File: config.mk
export PLATFORM = sky130hd
export DESIGN_NAME = bank_cmd_issuer
export DESIGN_NICKNAME = d
export VERILOG_FILES = /design/src/rtl/bank_cmd_issuer.sv
export SDC_FILE = /design/constraint.sdc
export NUM_CORES = 1
export LEC_CHECK = 0
export BUFFER_PORTS_ARGS = -buffer_cell sky130_fd_sc_hd__buf_2
export CAP_MARGIN = 20
export CORE_UTILIZATION = 56
export DETAILED_ROUTE_END_ITERATION = 10
export PLACE_DENSITY = 0.81
export SKIP_CTS_REPAIR_TIMING = 1
export SYNTH_ARGS = -nofsm -noshare
export SYNTH_HDL_FRONTEND = slang
export SYNTH_SLANG_ARGS = --single-unit
File: constraint.sdc
create_clock -name clk -period 2.2 [get_ports clk]
set_input_delay 0.33 -clock clk [delete_from_list [all_inputs] [get_ports clk]]
set_output_delay 0.33 -clock clk [all_outputs]
set_load 0.005 [all_outputs]
File: src/rtl/bank_cmd_issuer.sv
// Per-bank command issuer: a small FIFO that offers buffered commands to the bank FSM
// over a valid/busy handshake. It also flags a starved head and counts issued reads and writes.
module bank_cmd_issuer #(
  parameter int DEPTH      = 4,
  parameter int CMD_W      = 8,
  parameter int RW_BIT     = 0,
  parameter int WAIT_W     = 8,
  parameter int WAIT_LIMIT = 200
) (
  input  logic                     clk,
  input  logic                     rst,
  input  logic                     req_valid,
  input  logic [CMD_W-1:0]         req_cmd,
  output logic                     req_ready,
  input  logic                     flush,
  input  logic                     stall,
  output logic                     valid,
  output logic [CMD_W-1:0]         command,
  input  logic                     ba_busy,
  output logic [$clog2(DEPTH):0]   level,
  output logic                     starve,
  output logic [15:0]              rd_cnt,
  output logic [15:0]              wr_cnt
);

  localparam int AW = $clog2(DEPTH);
  localparam int PW = AW + 1;
  localparam logic [WAIT_W-1:0] LIMIT = WAIT_W'(WAIT_LIMIT);

  logic [CMD_W-1:0]  mem_q [DEPTH];
  logic [PW-1:0]     wptr_q, wptr_d, rptr_q, rptr_d;
  logic [WAIT_W-1:0] wait_q, wait_d;
  logic              starve_q, starve_d;
  logic [15:0]       rd_q, rd_d, wr_q, wr_d;

  logic empty, full, push, pop;

  // The pointer MSB acts as a lap bit, so equal low bits mean either empty or full.
  assign empty = (wptr_q == rptr_q);
  assign full  = (wptr_q[AW-1:0] == rptr_q[AW-1:0]) && (wptr_q[AW] != rptr_q[AW]);

  assign req_ready = !full;
  assign valid     = !empty && !stall && !flush;
  assign command   = mem_q[rptr_q[AW-1:0]];
  assign push      = req_valid && req_ready && !flush;
  assign pop       = valid && !ba_busy;

  assign level  = wptr_q - rptr_q;
  assign starve = starve_q;
  assign rd_cnt = rd_q;
  assign wr_cnt = wr_q;

  always_comb begin
    // NOTE: every next-state signal gets a default first so no path leaves it unassigned (no latch).
    wptr_d   = wptr_q;
    rptr_d   = rptr_q;
    wait_d   = wait_q;
    starve_d = starve_q;
    rd_d     = rd_q;
    wr_d     = wr_q;
    if (flush) begin
      wptr_d   = '0;
      rptr_d   = '0;
      wait_d   = '0;
      starve_d = 1'b0;
    end else begin
      if (push) wptr_d = wptr_q + PW'(1);
      if (pop) begin
        rptr_d = rptr_q + PW'(1);
        if (command[RW_BIT]) rd_d = rd_q + 16'd1;
        else                 wr_d = wr_q + 16'd1;
      end
      // Head age: restarts on every retire and whenever nothing is waiting; saturates.
      if (pop || empty)        wait_d = '0;
      else if (wait_q != '1)   wait_d = wait_q + WAIT_W'(1);
      starve_d = (wait_q >= LIMIT);
    end
  end

  always_ff @(posedge clk or posedge rst) begin
    // NOTE: sequential state uses non-blocking assignments so all registers update together.
    if (rst) begin
      wptr_q   <= '0;
      rptr_q   <= '0;
      wait_q   <= '0;
      starve_q <= 1'b0;
      rd_q     <= '0;
      wr_q     <= '0;
    end else begin
      wptr_q   <= wptr_d;
      rptr_q   <= rptr_d;
      wait_q   <= wait_d;
      starve_q <= starve_d;
      rd_q     <= rd_d;
      wr_q     <= wr_d;
    end
  end

  // NOTE: the storage array has no reset; the pointers alone decide which entries are meaningful.
  always_ff @(posedge clk) begin
    if (push) mem_q[wptr_q[AW-1:0]] <= req_cmd;
  end

endmodule

==> results_tabular.tex <==
\begin{tabular}{lr}
\hline
Metric & Value \\
\hline
\multicolumn{2}{l}{\textbf{Setup path}} \\
Number of buffer and inverter instances along the worst setup path & 3 \\
Cell with the biggest individual delay on the critical path & dfrtp\_1 \\
WS Path Type & flop to output pin \\
Setup crit end kind & output pin \\
Data arrival time of the critical path & 1.78 ns \\
Worst path required time & 1.87 ns \\
Maximum fanout encountered on the critical timing path & 4 \\
Top delay family on crit path & adder cells \\
List of cells traversed by the critical path & inv\_2 -> ha\_1 -> inv\_1 -> fa\_1 -> xnor2\_1 -> buf\_2 \\
Critical Path Source Type & flop \\
Maximum cell stage delay along the critical path & 0.42 ns \\
\multicolumn{2}{l}{\textbf{Detailed routing}} \\
Met2 wire len & 3430 µm \\
Number of nets still failing antenna checks after routing & 0 \\
DR WL/cell & 16.3 µm \\
Number of detailed-routing iterations run before antenna repair & 4 \\
Uppermost signal routing layer after detailed routing & met4 \\
Total length of routed met3 wires & 258 µm \\
Vias per Instance & 5.49 \\
Iter 0 DRT Violations & 55 \\
Routed WL & 6830 µm \\
Metal1 wirelength & 3010 µm \\
Via count & 2301 \\
Remaining design rule violation count & 0 \\
\multicolumn{2}{l}{\textbf{Synth}} \\
Fraction of registers with async set or reset after synthesis & 0.595 \\
Syn\_area\_per\_cell & 13.7 µm² \\
Number of flops mapped to enable cells by yosys & 32 \\
Ranking of synthesized cells by area & dfrtp\_1 (33\%), edfxtp\_1 (27\%), xnor2\_1 (7.6\%), mux4\_1 (5.2\%), ha\_1 (3.9\%) \\
Combined area of all synthesized cells & 0.00356 mm² \\
Synthesized netlist net count & 285 \\
Cell count after synthesis & 259 \\
Area fraction of the dominant cell type after synthesis & 0.331 \\
Synth Register Bits & 79 \\
Yosys cell types & 32 \\
Sequential share of the synthesized area & 0.601 \\
Main synth FF type & dfrtp\_1 \\
Synth warnings & 0 \\
Library cell occupying the most area in the post-synthesis netlist & dfrtp\_1 \\
\multicolumn{2}{l}{\textbf{Place}} \\
DP HPWL & 4900 µm \\
Number of cells after detailed placement & 401 \\
Final weighted congestion in routability-driven placement & 0.818 \\
Total of buffers placed on input and output ports & 59 \\
Total cell area at the placement stage & 0.00402 mm² \\
Pre-CTS setup slack & 0.0662 ns \\
\multicolumn{2}{l}{\textbf{Timing}} \\
Hold violation count in the final report & 1 \\
Final clock period utilization by the worst path & 0.957 \\
Total count of max-transition violations in the final report & 0 \\
Fin Hold WS & -0.000791 ns \\
Max frequency & 475 MHz \\
Setup tns final & 0 ns \\
Final setup violating endpoints & 0 \\
Worst-case headroom to the max-slew limit & 0.667 \\
Min cycle time layout & 2.11 ns \\
Slew @ Worst Pin & 0.498 ns \\
PnR worst setup slack & 0.0938 ns \\
RSZ-0062 raised after global routing & false \\
Maximum clock skew at final layout & 0.0105 ns \\
\multicolumn{2}{l}{\textbf{Floorplanning}} \\
Core box area & 0.00603 mm² \\
Die W & 81.7 µm \\
Starting density of the core & 0.590 \\
Top-Level Pins & 60 \\
Chip height & 81.7 µm \\
Die outline area & 0.00667 mm² \\
Number of placement rows & 28 \\
\multicolumn{2}{l}{\textbf{CTS}} \\
Number of buffers created by CTS & 9 \\
TritonCTS clock tree & yes \\
H-tree Lvls & 3 \\
Worst-skew pair later-pin latency & 0.35 ns \\
Num Clock Sinks & 79 \\
CTS clk-pin slew, worst paths & 0.09 ns \\
Library cell used as clock root buffer & clkbuf\_8 \\
Max Root-Sink Buffers & 2 \\
\multicolumn{2}{l}{\textbf{Outcome}} \\
Violated checks & hold timing \\
Outcome & complete, but fails checks \\
\multicolumn{2}{l}{\textbf{Pwr}} \\
Power per cell area & 735 mW/mm² \\
IR Drop Worst-Case VDD & 589 µV \\
Leakage power total & 1.88 nW \\
Power, Total & 3.11 mW \\
\multicolumn{2}{l}{\textbf{Run}} \\
Max Cap Violations & 0 \\
\multicolumn{2}{l}{\textbf{Cells and area}} \\
Net total in the final layout & 365 \\
Diode count & 0 \\
Final instance count without filler cells & 419 \\
Area taken by multi-input logic gates & 0.00136 mm² \\
Final design area excluding fillers & 0.00423 mm² \\
Share of final-layout standard cells stronger than drive strength 1 & 0.279 \\
Area Overhead vs Synth & 18.9\% \\
Area taken by flip-flops and latches & 0.00214 mm² \\
Filler cell count in the final layout & 424 \\
\multicolumn{2}{l}{\textbf{Worst hold path}} \\
Hold/Removal Path Class & input port to asynchronous set/reset pin \\
\multicolumn{2}{l}{\textbf{Global routing}} \\
Wire length of the first global-routing pass & 11200 µm \\
Global route overflow & 0 \\
Vias in the first global route & 2369 \\
Antenna violations before repair & 0 \\
Pin count of the biggest net entering global routing & 27 \\
All-Layer GR Usage & 0.233 \\
\hline
\end{tabular}
[worst paths after layout]
| check | start | end | slack [ns] | cells after the start |
|---|---|---|---|---|
| setup / recovery | wptr_q[0] | level[2] | 0.09 | 6 |
| hold / removal | rst | wr_cnt[2] | -0.0008 | 2 |
| setup reg to reg | rptr_q[0] | wr_cnt[1] | 0.20 | 4 |
| hold reg to reg | wr_cnt[15] | wr_cnt[15] | 0.48 | 1 |
| max in group asynchronous | rst | wait_q[5] | 1.69 | 3 |
| min in group clk | req_cmd[4] | mem_q[3][4] | 0.20 | 1 |
[Yosys cell counts (2+ instances only)]
cell type / number
xnor2_1: 31
a2111oi_4: 2
and2_1: 6
and3_1: 7
a211oi_1: 3
ha_1: 11
mux2i_1: 3
o211ai_1: 2
nor3_1: 8
nand4_1: 8
nor2_1: 17
inv_1: 8
or3_1: 3
dfrtp_1: 47
o21ai_0: 3
a21oi_1: 3
o2111a_1: 2
xor2_1: 9
clkbuf_1: 2
mux4_1: 7
edfxtp_1: 32
nand2_1: 18
mux2_2: 2
nand3_1: 15
and4_1: 3
[report_power, final]
group | leakage, nW | switching [mW] | internal [mW]
logic | 0.843 | 0.190 | 0.172
registers | 0.938 | 0.0687 | 1.61
clock network | 0.0953 | 0.541 | 0.527
[cells in the final DEF, fill, tap and decap left out, drive strengths merged, types with 8 or more instances in the layout]
cell    count
buf        73
ha         11
nor3        8
xor2        9
clkbuf      9
xnor2      31
nand2      18
mux4        8
nand3      15
dfrtp      47
edfxtp     32
nor2       17
inv        10
nand4       8
[worst register-to-register path, delay by kind of cell, from the launching register on]
family                 cells  cell delay (ns)
muxes                      2             0.99
AOI/OAI and AO/OA          1             0.25
DFF                        1             0.46
buffers and inverters      1             0.18
[area by class of cell]
class,instances,area share
clock buffer,9,0.0293
clock inverter,7,0.0169
inverter,8,0.00710
multi-input combinational,168,0.321
sequential,79,0.505
tap,75,0.0222
timing repair buffer,73,0.0977
[stage by stage]
stage / utilization / hold WS, ns
6_report: 0.702 / -0.000791
5_1_grt: 0.702 / 0.0302
4_1_cts: 0.699 / 0.00173
3_5_place_dp: 0.666 / 0.383
3_3_place_gp: 0.666 / 0.374
2_1_floorplan: - / 0.429
[routing by layer]
| layer | GRT usage | vias to the layer above |
|---|---|---|
| met4 | 0.112 | 0 |
| met2 | 0.382 | 49 |
| met1 | 0.300 | 1141 |
| met5 | 0 | - |
| met3 | 0.0456 | 11 |
| li1 | - | 1100 |
[cells by family (layout without fill, tap and decap cells)]
| logic type | after synthesis | after routing | share of synthesized area |
|---|---|---|---|
| adders and majority gates | 12 | 12 | 0.0443 |
| DFF | 79 | 79 | 0.601 |
| buffers and inverters | 12 | 97 | 0.0176 |
| muxes | 13 | 13 | 0.0728 |
| AOI/OAI and AO/OA | 17 | 17 | 0.0447 |
| xor gates and xnor gates | 40 | 40 | 0.0985 |
| and+or+nand+nor | 86 | 86 | 0.121 |
[registers in the layout, summed over array words and instances, names as in the netlist]
signal and count:
mem_q 32, rd_cnt 16, rptr_q 3, starve 1, wait_q 8, wptr_q 3, wr_cnt 16
Power figures use the tool's default switching activity.
